$ cat config.mk
export PLATFORM = sky130hd
export DESIGN_NAME = ps2_dir_controller_flat
export DESIGN_NICKNAME = d
export VERILOG_FILES = /design/src/rtl/snake_pkg.sv /design/src/rtl/ps2_dir_controller_if.sv /design/src/rtl/dir_fifo.sv /design/src/rtl/ps2_dir_controller.sv /design/src/flat_wrapper.sv
export SDC_FILE = /design/constraint.sdc
export NUM_CORES = 1
export LEC_CHECK = 0
export CAP_MARGIN = 20
export CORE_MARGIN = 4
export CORE_UTILIZATION = 45
export DETAILED_ROUTE_END_ITERATION = 16
export PLACE_DENSITY = 0.68
export SYNTH_ARGS = -nofsm -noshare
export SYNTH_HDL_FRONTEND = slang
export SYNTH_SLANG_ARGS = --single-unit
$ cat constraint.sdc
create_clock -name clk -period 2.9 [get_ports clk]
set_clock_uncertainty 0.1 [all_clocks]
set_input_delay 0.58 -clock clk [delete_from_list [all_inputs] [get_ports clk]]
set_output_delay 0.58 -clock clk [all_outputs]
set_load 0.02 [all_outputs]
$ cat src/rtl/snake_pkg.sv
// Shared constants and types for the snake keyboard front end: directions,
// PS/2 set-2 scan codes and the prefix decoder state encoding.
package snake_pkg;

    localparam logic [1:0] DIR_UP    = 2'b00;
    localparam logic [1:0] DIR_RIGHT = 2'b01;
    localparam logic [1:0] DIR_DOWN  = 2'b10;
    localparam logic [1:0] DIR_LEFT  = 2'b11;

    localparam logic [7:0] SC_EXT       = 8'hE0;
    localparam logic [7:0] SC_BRK       = 8'hF0;
    localparam logic [7:0] SC_W         = 8'h1D;
    localparam logic [7:0] SC_A         = 8'h1C;
    localparam logic [7:0] SC_S         = 8'h1B;
    localparam logic [7:0] SC_D         = 8'h23;
    localparam logic [7:0] SC_ARR_UP    = 8'h75;
    localparam logic [7:0] SC_ARR_RIGHT = 8'h74;
    localparam logic [7:0] SC_ARR_DOWN  = 8'h72;
    localparam logic [7:0] SC_ARR_LEFT  = 8'h6B;
    localparam logic [7:0] SC_SPACE     = 8'h29;
    localparam logic [7:0] SC_ENTER     = 8'h5A;

    typedef enum logic [1:0] {
        ST_IDLE    = 2'b00,
        ST_EXT     = 2'b01,
        ST_BRK     = 2'b10,
        ST_EXT_BRK = 2'b11
    } dec_state_e;

    // Opposite heading: flipping the upper bit maps up<->down, right<->left.
    function automatic logic [1:0] dir_opposite(input logic [1:0] d);
        return d ^ 2'b10;
    endfunction

endpackage

$ cat src/rtl/ps2_dir_controller_if.sv
// Bundle between the PS/2 byte source / game tick and the direction controller.
interface ps2_dir_controller_if #(
    parameter int DEPTH = 4
);
    logic [7:0]             key_code;
    logic                   key_valid;
    logic                   tick;
    logic [1:0]             cur_dir;
    logic                   dir_changed;
    logic                   pause_pulse;
    logic                   restart_pulse;
    logic                   overflow;
    logic [$clog2(DEPTH):0] queue_count;

    modport master (
        output key_code, key_valid, tick,
        input  cur_dir, dir_changed, pause_pulse, restart_pulse, overflow, queue_count
    );

    modport slave (
        input  key_code, key_valid, tick,
        output cur_dir, dir_changed, pause_pulse, restart_pulse, overflow, queue_count
    );
endinterface

$ cat src/rtl/dir_fifo.sv
// Small circular buffer of 2-bit directions. Supports push and pop in the same
// cycle (including when full: the write lands in the slot being vacated), plus
// a synchronous flush. Exposes head (next to pop) and tail (last pushed).
module dir_fifo #(
    parameter int DEPTH = 4
) (
    input  logic                   clk,
    input  logic                   rst,
    input  logic                   flush_i,
    input  logic                   push_i,
    input  logic                   pop_i,
    input  logic [1:0]             data_i,
    output logic [1:0]             head_o,
    output logic [1:0]             tail_o,
    output logic [$clog2(DEPTH):0] count_o
);
    localparam int AW = $clog2(DEPTH);
    localparam int CW = AW + 1;
    localparam logic [CW-1:0] FULL_CNT = CW'(DEPTH);

    logic [1:0]    mem_q [DEPTH];
    logic [AW-1:0] wr_ptr_q;
    logic [AW-1:0] rd_ptr_q;
    logic [CW-1:0] count_q;
    logic          do_pop_s;
    logic          do_push_s;

    // Qualify requests against occupancy; a full queue still accepts a push when a pop frees a slot.
    always_comb begin
        do_pop_s  = pop_i && (count_q != {CW{1'b0}});
        do_push_s = push_i && ((count_q != FULL_CNT) || do_pop_s);
    end

    // Pointer, occupancy and storage update.
    always_ff @(posedge clk) begin
        if (rst) begin
            wr_ptr_q <= {AW{1'b0}};
            rd_ptr_q <= {AW{1'b0}};
            count_q  <= {CW{1'b0}};
            for (int i = 0; i < DEPTH; i++) begin
                mem_q[i] <= 2'b00;
            end
        end else if (flush_i) begin
            wr_ptr_q <= {AW{1'b0}};
            rd_ptr_q <= {AW{1'b0}};
            count_q  <= {CW{1'b0}};
        end else begin
            if (do_push_s) begin
                mem_q[wr_ptr_q] <= data_i;
                wr_ptr_q        <= wr_ptr_q + AW'(1);
            end
            if (do_pop_s) begin
                rd_ptr_q <= rd_ptr_q + AW'(1);
            end
            case ({do_push_s, do_pop_s})
                2'b10:   count_q <= count_q + CW'(1);
                2'b01:   count_q <= count_q - CW'(1);
                default: count_q <= count_q;
            endcase
        end
    end

    assign head_o  = mem_q[rd_ptr_q];
    assign tail_o  = mem_q[wr_ptr_q - AW'(1)];
    assign count_o = count_q;

endmodule

$ cat src/rtl/ps2_dir_controller.sv
// Turns PS/2 scan-code bytes into snake commands: tracks E0/F0 prefixes,
// decodes WASD and arrow make codes into directions, filters reversals and
// repeats, queues directions for the game tick, and pulses pause/restart.
module ps2_dir_controller
    import snake_pkg::*;
#(
    parameter int DEPTH   = 4,
    parameter int TIMEOUT = 200000
) (
    input  logic                  clk,
    input  logic                  rst,
    ps2_dir_controller_if.slave   bus
);
    localparam int AW = $clog2(DEPTH);
    localparam int CW = AW + 1;
    localparam int TW = $clog2(TIMEOUT + 1);
    localparam logic [TW-1:0] TMO_MAX  = TW'(TIMEOUT);
    localparam logic [CW-1:0] FULL_CNT = CW'(DEPTH);

    dec_state_e    state_q, state_d;
    logic [TW-1:0] tmo_q, tmo_d;

    logic          dir_valid_s;
    logic [1:0]    dir_s;
    logic          pause_s;
    logic          restart_s;

    logic [1:0]    head_s;
    logic [1:0]    tail_s;
    logic [CW-1:0] count_s;
    logic [1:0]    ref_s;
    logic          pop_s;
    logic          push_s;
    logic          ovf_s;

    logic [1:0]    cur_dir_q;
    logic          dir_changed_q;
    logic          pause_q;
    logic          restart_q;
    logic          overflow_q;

    // Decoder state and prefix-timeout counter.
    always_ff @(posedge clk) begin
        if (rst) begin
            state_q <= ST_IDLE;
            tmo_q   <= {TW{1'b0}};
        end else begin
            state_q <= state_d;
            tmo_q   <= tmo_d;
        end
    end

    // Prefix tracking and make-code decode; the counter only advances while waiting after a prefix.
    always_comb begin
        state_d     = state_q;
        tmo_d       = {TW{1'b0}};
        dir_valid_s = 1'b0;
        dir_s       = DIR_UP;
        pause_s     = 1'b0;
        restart_s   = 1'b0;
        if (bus.key_valid) begin
            case (state_q)
                ST_IDLE: begin
                    if (bus.key_code == SC_EXT) begin
                        state_d = ST_EXT;
                    end else if (bus.key_code == SC_BRK) begin
                        state_d = ST_BRK;
                    end else begin
                        state_d = ST_IDLE;
                        case (bus.key_code)
                            SC_W:     begin dir_valid_s = 1'b1; dir_s = DIR_UP;    end
                            SC_D:     begin dir_valid_s = 1'b1; dir_s = DIR_RIGHT; end
                            SC_S:     begin dir_valid_s = 1'b1; dir_s = DIR_DOWN;  end
                            SC_A:     begin dir_valid_s = 1'b1; dir_s = DIR_LEFT;  end
                            SC_SPACE: pause_s   = 1'b1;
                            SC_ENTER: restart_s = 1'b1;
                            default:  dir_valid_s = 1'b0;
                        endcase
                    end
                end
                ST_EXT: begin
                    if (bus.key_code == SC_BRK) begin
                        state_d = ST_EXT_BRK;
                    end else begin
                        state_d = ST_IDLE;
                        case (bus.key_code)
                            SC_ARR_UP:    begin dir_valid_s = 1'b1; dir_s = DIR_UP;    end
                            SC_ARR_RIGHT: begin dir_valid_s = 1'b1; dir_s = DIR_RIGHT; end
                            SC_ARR_DOWN:  begin dir_valid_s = 1'b1; dir_s = DIR_DOWN;  end
                            SC_ARR_LEFT:  begin dir_valid_s = 1'b1; dir_s = DIR_LEFT;  end
                            default:      dir_valid_s = 1'b0;
                        endcase
                    end
                end
                ST_BRK, ST_EXT_BRK: begin
                    state_d = ST_IDLE;
                end
                default: begin
                    state_d = ST_IDLE;
                end
            endcase
        end else if (state_q != ST_IDLE) begin
            if (tmo_q == TMO_MAX) begin
                state_d = ST_IDLE;
            end else begin
                tmo_d = tmo_q + TW'(1);
            end
        end else begin
            state_d = ST_IDLE;
        end
    end

    // Reversal/duplicate filter against the newest pending heading, plus pop and overflow decisions.
    always_comb begin
        ref_s  = (count_s != {CW{1'b0}}) ? tail_s : cur_dir_q;
        pop_s  = 1'b0;
        push_s = 1'b0;
        ovf_s  = 1'b0;
        if (restart_s) begin
            pop_s  = 1'b0;
            push_s = 1'b0;
        end else begin
            pop_s = bus.tick && (count_s != {CW{1'b0}});
            if (dir_valid_s && (dir_s != ref_s) && (dir_s != dir_opposite(ref_s))) begin
                if ((count_s == FULL_CNT) && !pop_s) begin
                    ovf_s = 1'b1;
                end else begin
                    push_s = 1'b1;
                end
            end else begin
                push_s = 1'b0;
            end
        end
    end

    dir_fifo #(
        .DEPTH (DEPTH)
    ) u_fifo (
        .clk     (clk),
        .rst     (rst),
        .flush_i (restart_s),
        .push_i  (push_s),
        .pop_i   (pop_s),
        .data_i  (dir_s),
        .head_o  (head_s),
        .tail_o  (tail_s),
        .count_o (count_s)
    );

    // Applied heading and the one-cycle event pulses.
    always_ff @(posedge clk) begin
        if (rst) begin
            cur_dir_q     <= DIR_RIGHT;
            dir_changed_q <= 1'b0;
            pause_q       <= 1'b0;
            restart_q     <= 1'b0;
            overflow_q    <= 1'b0;
        end else begin
            if (restart_s) begin
                cur_dir_q <= DIR_RIGHT;
            end else if (pop_s) begin
                cur_dir_q <= head_s;
            end else begin
                cur_dir_q <= cur_dir_q;
            end
            dir_changed_q <= pop_s;
            pause_q       <= pause_s;
            restart_q     <= restart_s;
            overflow_q    <= ovf_s;
        end
    end

    assign bus.cur_dir       = cur_dir_q;
    assign bus.dir_changed   = dir_changed_q;
    assign bus.pause_pulse   = pause_q;
    assign bus.restart_pulse = restart_q;
    assign bus.overflow      = overflow_q;
    assign bus.queue_count   = count_s;

endmodule

$ cat src/flat_wrapper.sv
// flat-port wrapper written by rule: the top's interface ports become plain ports
module ps2_dir_controller_flat import snake_pkg::*;
#(
    parameter int DEPTH   = 4,
    parameter int TIMEOUT = 200000
)
  (clk, rst, bus_key_code, bus_key_valid, bus_tick, bus_cur_dir, bus_dir_changed, bus_pause_pulse, bus_restart_pulse, bus_overflow, bus_queue_count);
  ps2_dir_controller_if #(.DEPTH(DEPTH)) bus_i ();
  input  logic clk;
  input  logic rst;
  input wire logic [$bits(bus_i.key_code)-1:0] bus_key_code;
  input wire logic [$bits(bus_i.key_valid)-1:0] bus_key_valid;
  input wire logic [$bits(bus_i.tick)-1:0] bus_tick;
  output wire logic [$bits(bus_i.cur_dir)-1:0] bus_cur_dir;
  output wire logic [$bits(bus_i.dir_changed)-1:0] bus_dir_changed;
  output wire logic [$bits(bus_i.pause_pulse)-1:0] bus_pause_pulse;
  output wire logic [$bits(bus_i.restart_pulse)-1:0] bus_restart_pulse;
  output wire logic [$bits(bus_i.overflow)-1:0] bus_overflow;
  output wire logic [$bits(bus_i.queue_count)-1:0] bus_queue_count;
  assign bus_i.key_code = bus_key_code;
  assign bus_i.key_valid = bus_key_valid;
  assign bus_i.tick = bus_tick;
  assign bus_cur_dir = bus_i.cur_dir;
  assign bus_dir_changed = bus_i.dir_changed;
  assign bus_pause_pulse = bus_i.pause_pulse;
  assign bus_restart_pulse = bus_i.restart_pulse;
  assign bus_overflow = bus_i.overflow;
  assign bus_queue_count = bus_i.queue_count;
  ps2_dir_controller #(.DEPTH(DEPTH), .TIMEOUT(TIMEOUT)) u_core (.clk(clk), .rst(rst), .bus(bus_i));
endmodule
==> reports/results.tsv, run 1 <==
metric	value	unit
status	finished clean	
die height	77.5	um
Least-Margin Pin Slew	0.566	ns
Die X	77.5	um
FMAX	358	MHz
Final Max Tran Viols	0	
Pleak	0.00102	uW
most frequent cells in the layout	45 x nor2_1, 33 x dfxtp_1, 28 x buf_4	
Synth Area in Compound Gates	5.81	%
worst reg2reg endpoint	u_core.u_fifo.count_o[2]	
area share of and/or/nand/nor cells after synthesis	33.2	%
internal reg-to-reg setup slack	0.37	ns
WP data required	2.99	ns
share of layout cells above drive strength 1	23.8	%
first element of the critical path	bus_key_code[1]	
first-pass GRT wire length	7870	um
Rows	25	
CTS sink count	41	
dpl hpwl	3380	um
endpoints failing setup	0	
maxcap violations	0	
final hold violation count	0	
worst vdd ir	166	uV
WL final	4500	um
PortBufs	20	
CP max stage cell	or4_4	
RePlAce Congestion	0.844	
Clock transition at path regs	0.08	ns
average size of a mapped cell	9.38	sq um
largest net degree at the start of global routing	18	
diodes inserted	0	
IO Count	21	
Hold Path Origin	u_core.tmo_q[0]	
Worst Setup End Kind	flip-flop	
DRC	0	
CP Max Fanout	4	
routed vias/inst	5.31	
Initial Util	46.4	%
DR vias	1805	
initial detailed-routing violation count	103	
hold buffer count at cts	0	
reg2reg start	u_core.u_fifo.mem_q[2][0]	
yosys warns	0	
CP dominant cell by count	nor2_1	
Routed Antenna Nets	0	
Syn Std Cell Area	2180	sq um
unique cell type count in the Yosys netlist	51	
fillcell total	411	
Gate Count Post-Synth	232	
hold-critical path endpoint	u_core.tmo_q[0]	
async set-reset flop share out of synthesis	0	%
H-tree depth	2	
Data arrival, critical path	2.88	ns
Skew-Pair Late Insertion Delay	0.29	ns
core area	4690	sq um
P&R area growth vs syn	29.8	%
register bit count reported by yosys	41	
ys flop type	dfxtp_1	
Tcrit/Tclk final	96.3	%
Worst Reg2Reg Path Length in Cells	11	
drt wl/cell	13.2	um
Critical path buffers and inverters	2	
critical path type	in2reg	
Final Worst Setup Slack	0.107	ns
GRT overflow	0	
combinational family with the most area after synthesis	simple AND/OR/NAND/NOR gates	
Startpoint Class	input pin	
DP Worst Slack	-0.421	ns
area leader, netlist	dfxtp_1	
vias in the first global route	1740	
Seq/Total Area, Yosys	41.4	%
CTS tree	built	
Fin Hold WS	0.382	ns
top-area cell type share of the netlist area	30.4	%
Root Driver	clkbuf_8	
Synth Area in Adders	2.65	%
family with the most delay on the worst path	simple AND/OR/NAND/NOR gates	
most common cell after layout, fill and taps aside	nor2_1	
WHS Path Cells	1	
CP cell instances	clkdlybuf4s15_1, or4_4, o21ai_4, o2bb2ai_4, xnor2_2, nand2b_1, ha_2, inv_1, fa_2, xor2_1, nor2_1, xnor2_1, nor2_1	
synth top area cells	dfxtp_1 30%, edfxtp_1 11%, nor2_1 7.8%	
Net Count, Synth	248	
post-layout util	60.2	%
CTS Buf Count	5	
HP Class	reg2reg	
CTS Buffer Depth	2	
Post-synth EDFFs	8	
final period demand of the worst path	2.79	ns
CP max stage delay	0.56	ns
GR Util All Layers	16.2	%
Worst slew margin	62.1	%
Die ar.	6010	sq um
Synth Area in XOR/XNOR	9.60	%
initial antenna violation count	0	
pwr dens	382	nW/um^2
drt pass-1 iters	4	
multiplexer share of the synthesized area	5.06	%
NumNets Final	301	
[worst reg2reg max path, cell delays in order, from the launching register on]
cell and delay, ns:
edfxtp_1 0.43, mux4_2 0.51, mux2i_4 0.24, xnor2_2 0.10, nand2b_1 0.08, ha_2 0.17
inv_1 0.05, fa_2 0.33, xor2_1 0.14, nor2_1 0.11, xnor2_1 0.12, nor2_1 0.05
[timing repair]
item	CTS	global route
setup buffers	1	0
endpoints found under the setup margin	2	2
pin swaps	5	4
resized for setup	17	7
[cells in the mapped netlist, drive strengths merged, types with 4 or more instances]
| master | number |
|---|---|
| a21oi | 6 |
| nand4 | 7 |
| dfxtp | 33 |
| nand2 | 14 |
| nor2 | 45 |
| o21ai | 6 |
| nor3 | 6 |
| edfxtp | 8 |
| inv | 8 |
| xnor2 | 11 |
| xor2 | 12 |
| nand2b | 6 |
| nor2b | 4 |
| and3 | 10 |
| nand3 | 7 |
[logic make-up after synthesis]
family,after synthesis
and+or+nand+nor,127
DFF,41
xor gates and xnor gates,23
AOI/OAI and AO/OA,19
buffers and inverters,12
muxes,6
adders and majority gates,4
[cell type report]
cell class	instances	area [sq um]	share of cell area [%]
sequential	41	901	31.9
inverter	8	30.0	1.06
multi-input combinational	179	1300	45.9
clock inverter	1	5.00	0.177
tap	54	67.6	2.39
clock buffer	7	96.3	3.41
timing repair buffer	50	428	15.2
[layer usage]
metal | vias up | routed length (um) | global-route usage [%]
met3 | 5 | 194 | 3.94
met2 | 36 | 2010 | 24.7
met1 | 835 | 2220 | 22.1
met4 | 0 | 65 | 6.23
met5 | - | 0 | 0
li1 | 929 | - | -
[registers in the layout, indices dropped and copies added, names as in the netlist]
register	count
u_core.u_fifo.rd_ptr_q	2
u_core.bus.overflow	1
u_core.state_q	2
u_core.u_fifo.count_o	3
u_core.u_fifo.wr_ptr_q	2
u_core.bus.cur_dir	2
u_core.bus.restart_pulse	1
u_core.tmo_q	18
u_core.bus.pause_pulse	1
u_core.u_fifo.mem_q	8
u_core.bus.dir_changed	1
[power breakdown]
group          internal, uW  switching (uW)  leakage [uW]
Combinational          45.7            41.4      0.000621
Sequential              584            3.03      0.000348
Clock                   215             190     0.0000542
[stage by stage]
stage	instance area, sq um	setup TNS, ns	instances	power [uW]
after global routing	2820	-0.0202	340	1140
after floorplan	2180	0	232	632
final	2820	0	340	1080
after CTS	2790	0	340	1090
after global placement	2640	-1.31	331	683
after detailed placement	2640	-2.22	331	684
[worst max path at each step]
stage	slack (ns)	to	cells after the start
2_1_floorplan	0.08	u_core.u_fifo.count_o[2]	12
3_3_place_gp	-0.33	u_core.u_fifo.count_o[2]	13
3_5_place_dp	-0.42	u_core.u_fifo.count_o[2]	13
4_1_cts	0.03	u_core.u_fifo.count_o[2]	13
5_1_grt	-0.02	u_core.u_fifo.count_o[2]	13
6_report	0.11	u_core.u_fifo.count_o[2]	13
Note: power is estimated with default switching activity, not from simulation.
==> inputs of run 2 (changes only) <==
--- a/config.mk
+++ b/config.mk
@@ -8,7 +8,9 @@
 export CAP_MARGIN = 20
 export CORE_MARGIN = 4
 export CORE_UTILIZATION = 45
+export CTS_CLUSTER_DIAMETER = 120
 export DETAILED_ROUTE_END_ITERATION = 16
+export GPL_TIMING_DRIVEN = 1
 export PLACE_DENSITY = 0.68
 export SYNTH_ARGS = -nofsm -noshare
 export SYNTH_HDL_FRONTEND = slang
==> results of run 2 <==
Final layout, timing and power as in run 1 (identical DEF).
==> inputs of run 3 (changes only) <==
--- a/config.mk
+++ b/config.mk
@@ -9,6 +9,7 @@
 export CORE_MARGIN = 4
 export CORE_UTILIZATION = 45
 export CTS_CLUSTER_DIAMETER = 120
+export CTS_CLUSTER_SIZE = 10
 export DETAILED_ROUTE_END_ITERATION = 16
 export GPL_TIMING_DRIVEN = 1
 export PLACE_DENSITY = 0.68
==> results of run 3 <==
Final layout, timing and power as in run 1 (identical DEF).
